File: config.mk
export PLATFORM = sky130hd
export DESIGN_NAME = fetch_decode_stage
export DESIGN_NICKNAME = d
export VERILOG_FILES = /design/src/rtl/cpu_pkg.sv /design/src/rtl/if_id_reg.sv /design/src/rtl/fetch_decode_stage.sv
export SDC_FILE = /design/constraint.sdc
export NUM_CORES = 1
export LEC_CHECK = 0
export CAP_MARGIN = 20
export CORE_UTILIZATION = 52
export CTS_CLUSTER_SIZE = 8
export DETAILED_ROUTE_END_ITERATION = 16
export PLACE_DENSITY = 0.84
export SYNTH_ARGS = -nofsm -noshare
export SYNTH_HDL_FRONTEND = slang
export SYNTH_SLANG_ARGS = --single-unit
File: constraint.sdc
create_clock -name clk -period 5.3 [get_ports clk]
set_input_delay 0.53 -clock clk [delete_from_list [all_inputs] [get_ports clk]]
set_output_delay 0.53 -clock clk [all_outputs]
set_load 0.02 [all_outputs]
File: src/rtl/cpu_pkg.sv
// rtl/cpu_pkg.sv - shared types and constants for the fetch/decode front end
package cpu_pkg;

    typedef enum logic [1:0] {
        S_IDLE = 2'd0,
        S_WAIT = 2'd1,
        S_HOLD = 2'd2
    } fetch_state_t;

    localparam logic [31:0] NOP_INSTR        = 32'h0000_0000;
    localparam logic [31:0] DEFAULT_RESET_PC = 32'h0000_0000;

    localparam int OPC_MSB   = 31;
    localparam int RS_MSB    = 25;
    localparam int RT_MSB    = 20;
    localparam int RD_MSB    = 15;
    localparam int IMM_MSB   = 15;
    localparam int FUNCT_MSB = 5;

endpackage

File: src/rtl/if_id_reg.sv
// rtl/if_id_reg.sv - IF/ID pipeline register with load/hold/flush and field slicing
module if_id_reg
    import cpu_pkg::*;
(
    input  logic        clk,
    input  logic        reset,
    input  logic        i_load,
    input  logic        i_flush,
    input  logic [31:0] i_instr,
    input  logic [31:0] i_pc_plus4,
    output logic        o_valid,
    output logic [31:0] o_instr,
    output logic [31:0] o_pc_plus4,
    output logic [5:0]  o_opcode,
    output logic [4:0]  o_rs,
    output logic [4:0]  o_rt,
    output logic [4:0]  o_rd,
    output logic [15:0] o_imm,
    output logic [5:0]  o_funct
);

    logic        r_valid;
    logic [31:0] r_instr;
    logic [31:0] r_pc_plus4;

    // Flush only kills the valid bit; the word itself is left in place.
    always_ff @(posedge clk) begin
        if (reset) begin
            r_valid    <= 1'b0;
            r_instr    <= NOP_INSTR;
            r_pc_plus4 <= 32'h0000_0000;
        end else if (i_flush) begin
            r_valid    <= 1'b0;
        end else if (i_load) begin
            r_valid    <= 1'b1;
            r_instr    <= i_instr;
            r_pc_plus4 <= i_pc_plus4;
        end
    end

    assign o_valid    = r_valid;
    assign o_instr    = r_instr;
    assign o_pc_plus4 = r_pc_plus4;
    assign o_opcode   = r_instr[OPC_MSB -: 6];
    assign o_rs       = r_instr[RS_MSB -: 5];
    assign o_rt       = r_instr[RT_MSB -: 5];
    assign o_rd       = r_instr[RD_MSB -: 5];
    assign o_imm      = r_instr[IMM_MSB -: 16];
    assign o_funct    = r_instr[FUNCT_MSB -: 6];

endmodule

File: src/rtl/fetch_decode_stage.sv
// rtl/fetch_decode_stage.sv - PC, fetch FSM and skid buffer in front of the IF/ID register
module fetch_decode_stage
    import cpu_pkg::*;
#(
    parameter logic [31:0] RESET_PC = DEFAULT_RESET_PC,
    parameter int unsigned PC_STEP  = 4
) (
    input  logic        clk,
    input  logic        reset,
    output logic        imem_req,
    output logic [31:0] imem_addr,
    input  logic        imem_ack,
    input  logic [31:0] imem_rdata,
    input  logic        stall,
    input  logic        redirect_valid,
    input  logic [31:0] redirect_target,
    output logic        id_valid,
    output logic [31:0] id_instr,
    output logic [31:0] id_pc_plus4,
    output logic [5:0]  id_opcode,
    output logic [4:0]  id_rs,
    output logic [4:0]  id_rt,
    output logic [4:0]  id_rd,
    output logic [15:0] id_imm,
    output logic [5:0]  id_funct
);

    fetch_state_t r_state;
    fetch_state_t w_state_next;
    logic [31:0]  r_pc;
    logic [31:0]  w_pc_next;
    logic [31:0]  w_pc_step;
    logic [31:0]  r_skid_instr;
    logic [31:0]  r_skid_pc4;
    logic         w_skid_we;
    logic         w_load;
    logic         w_flush;
    logic [31:0]  w_load_instr;
    logic [31:0]  w_load_pc4;

    assign w_pc_step = r_pc + 32'(PC_STEP);

    // State, PC and skid buffer registers.
    always_ff @(posedge clk) begin
        if (reset) begin
            r_state      <= S_IDLE;
            r_pc         <= RESET_PC;
            r_skid_instr <= NOP_INSTR;
            r_skid_pc4   <= 32'h0000_0000;
        end else begin
            r_state <= w_state_next;
            r_pc    <= w_pc_next;
            if (w_skid_we) begin
                r_skid_instr <= imem_rdata;
                r_skid_pc4   <= w_pc_step;
            end
        end
    end

    // Next-state, PC update and IF/ID controls; redirect overrides all else.
    always_comb begin
        w_state_next = r_state;
        w_pc_next    = r_pc;
        w_skid_we    = 1'b0;
        w_load       = 1'b0;
        w_flush      = 1'b0;
        w_load_instr = imem_rdata;
        w_load_pc4   = w_pc_step;
        if (redirect_valid) begin
            w_flush      = 1'b1;
            w_state_next = S_IDLE;
            w_pc_next    = redirect_target & ~32'h3;
        end else begin
            case (r_state)
                S_IDLE: w_state_next = S_WAIT;
                S_WAIT: begin
                    if (imem_ack) begin
                        if (!stall) begin
                            w_load    = 1'b1;
                            w_pc_next = w_pc_step;
                        end else begin
                            w_skid_we    = 1'b1;
                            w_state_next = S_HOLD;
                        end
                    end else if (!stall) begin
                        w_flush = 1'b1;
                    end
                end
                S_HOLD: begin
                    if (!stall) begin
                        w_load       = 1'b1;
                        w_load_instr = r_skid_instr;
                        w_load_pc4   = r_skid_pc4;
                        w_pc_next    = w_pc_step;
                        w_state_next = S_WAIT;
                    end
                end
                default: w_state_next = S_IDLE;
            endcase
        end
    end

    assign imem_req  = (r_state == S_WAIT);
    assign imem_addr = r_pc;

    if_id_reg u_if_id_reg (
        .clk        (clk),
        .reset      (reset),
        .i_load     (w_load),
        .i_flush    (w_flush),
        .i_instr    (w_load_instr),
        .i_pc_plus4 (w_load_pc4),
        .o_valid    (id_valid),
        .o_instr    (id_instr),
        .o_pc_plus4 (id_pc_plus4),
        .o_opcode   (id_opcode),
        .o_rs       (id_rs),
        .o_rt       (id_rt),
        .o_rd       (id_rd),
        .o_imm      (id_imm),
        .o_funct    (id_funct)
    );

endmodule
==> results.md <==
- Starting DRT DRC Count: 634
- Post-Route WL: slightly below 20000 um
- Highest metal used: met4
- Synth Area in XOR/XNOR: 0.0647
- Core area: between 10000 and 15000 um2
- Clock latency on the worst-skew pair: 420 ps
- Worst-margin pin slew: 992 ps
- Wl on met1: 8370 um
- Maxcap violations: 0
- Worst EP arrival: 3380 ps
- Crit start category: primary input
- Most frequent cells in the layout: clkdlybuf4s50_1 (202), nand2_1 (158), dfxtp_1 (157), nor2_1 (113), a21oi_1 (63)
- Pwr per Cell Area: 274 nW/um2
- Register area share after synthesis: 0.430
- Fmax: between 300 and 400 MHz
- Final ANT Viol Nets: 0
- Final Wtd Congestion: 0.859
- Cells after synthesis: 908
- Resized Gates After CTS: 0
- RSZ-0062 raised after global routing: no
- Status: complete, no violations
- Post-route setup TNS: 0 ps
- Worst Hold Class: reg -> reg
- Adder-cell area share of the yosys netlist: 0.00685
- Layout cell share with drive strength beyond 1: 0.0568
- Synthesized area: ~7300 um2
- Synth Area in Compound Gates: 0.180
- Total number of vias: 6766
- Die Y: 121 um
- Max Slew Vio Count: 0
- Post-CTS Setup Inserts: 0
- CTS tree: done
- Placement Rows: 42
- Drt via density: 5.57
- Worst Setup End Kind: flip-flop
- Worst hold path stage count: 2
- Crit path required time: 5670 ps
- Final-stage net count: between 1000 and 1500
- Clock Tree Buf Depth: 2
- Total Power: about 2.6 mW
- Met2 wire len: 9210 um
- Met3 Routed Length: 1450 um
- Die area: 14500 um2
- FF-to-FF path depth: 8
- Leakage: 3.23 nW
- Port Buffer Count: 203
- Final Cycle Share: 0.568
- I/O Pins: 210
- First-pass GRT wire length: 31200 um
- Die Wd: approximately 120 um
- WL per Instance: 15.9 um
- Largest net degree at the start of global routing: 96
- Design Area, Final: 9610 um2
- Setup ws final: 2290 ps
- Flops & latches, synth: 157
- Yosys warning count: 0
- Synth top area share: 0.430
- Final hold vios: 0
- Initial antenna violation count: 0
- Drt drc: 0
- CTS sink cnt: ~160
- Clk root buf: clkbuf_16
- Min Hold Slack: 453 ps
- Synth area leaders: dfxtp_1 (43%), nand2_1 (8.1%), nor2_1 (5.8%)
- DP Worst Slack: 1880 ps
- Library cells used by synthesis: 41
- Final-report setup violation count: 0
- Overflow after GRT: 0
- Mux contribution to synthesized area: 0.00137
- Critical path start-end classification: in -> reg
- GRT Total Usage: 0.271
- Final HPWL from detailed placement: 12600 um
- Area grow syn2layout: 31.5%
- Asr flop ratio synth: 0
- Relative slew slack: 0.339
- Synthesized area per cell: approximately 8 um2
- Max Fanout on Critical Path: 78
- Min Tclk post-route: 3010 ps
- Placed Area: 9030 um2
- Skew final: roughly 7.6 ps
- VDD IR-drop max: 220 uV
- Largest area contributor in the netlist: dfxtp_1
- Cts bufs inserted: 17
- # diodes: 0
- Clock transition at path regs: 60 ps
- Most common cell after layout, fill and taps aside: clkdlybuf4s50_1
- EDFF count, synth: 0
- Synth Flop Type: dfxtp_1
- R2R Setup Slk: 2320 ps
- Drt pass-1 iters: 5
- Post-synthesis simple-gate area fraction: 0.226
- Largest family of logic cells by synthesized area: simple AND/OR/NAND/NOR gates
- Filler instances: 1080
- Starting density of the core: 0.543
- H-tree depth: 4
- Vias in the first global route: 6095
- Post-CTS Hold Fix Bufs: 0
## flip-flops by register name, indices dropped and copies added, names as in the netlist
name and count:
r_skid_instr 32, u_if_id_reg.o_instr 32, imem_addr 30, r_skid_pc4 30, u_if_id_reg.o_pc_plus4 30, r_state 2, u_if_id_reg.o_valid 1
## worst max-delay path, cell delays in order
cell	delay, ps
clkdlybuf4s50_1	690
nor3b_1	450
nor2b_4	430
buf_4	680
o21ai_0	190
a211oi_1	260
a31o_2	140
## synthesized netlist by cell type, types with 2 or more instances
cell type,instances
nand2_1,158
dfxtp_1,157
nor2_1,113
clkbuf_1,67
a21oi_1,63
a211oi_1,55
buf_4,47
a311oi_1,35
xor2_1,31
nand3_1,26
and3_1,25
xnor2_1,23
o22ai_1,21
nand4_1,17
inv_1,8
buf_2,6
nor3_1,5
o21ai_0,5
ha_1,4
nor3b_1,4
nor4_2,4
nand2b_1,3
nor3_2,3
nor4_1,3
o211ai_1,3
o21a_1,3
a2111oi_0,2
a211oi_2,2
a31o_2,2
or3_1,2
## routing by layer
layer / global-route usage / vias up
li1: - / 3354
met5: 0 / -
met1: 0.351 / 3111
met4: 0.0733 / 0
met3: 0.0722 / 20
met2: 0.444 / 281
## per-stage QoR
step | util | instances
final | 0.715 | 1214
after global routing | 0.715 | 1214
after CTS | 0.713 | 1212
after detailed placement | 0.671 | 1180
after global placement | 0.671 | 1180
after floorplan | - | 911
## layout make-up
cell class,count,area [um2],area share
Clock inverter,10,91.3,0.00950
Sequential cell,157,3140,0.327
Tap cell,176,220,0.0229
Timing Repair Buffer,215,2130,0.222
Clock buffer,22,464,0.0483
Inverter,8,30.0,0.00312
Multi-Input combinational cell,626,3530,0.367
## final timing paths
kind                     from                    endpoint
min reg2reg  r_skid_instr[18]            r_skid_instr[18]
max                     stall   u_if_id_reg.o_pc_plus4[7]
min          r_skid_instr[18]            r_skid_instr[18]
max reg2reg        r_state[1]  u_if_id_reg.o_pc_plus4[11]
## report_power, final
| part | internal (mW) | switching (mW) |
|---|---|---|
| registers | 1.21 | 0.0367 |
| logic | 0.116 | 0.127 |
| clock network | 0.669 | 0.478 |
| total | 1.99 | 0.642 |
## cell families (layout without fill, tap and decap cells)
family,Yosys count,after routing
compound gates,193,193
xor+xnor,54,54
fa+ha+maj,4,4
buf+inv,128,255
flops,157,157
mux,1,1
other cells,1,4
simple gates,370,370
Power figures use the tool's default switching activity.
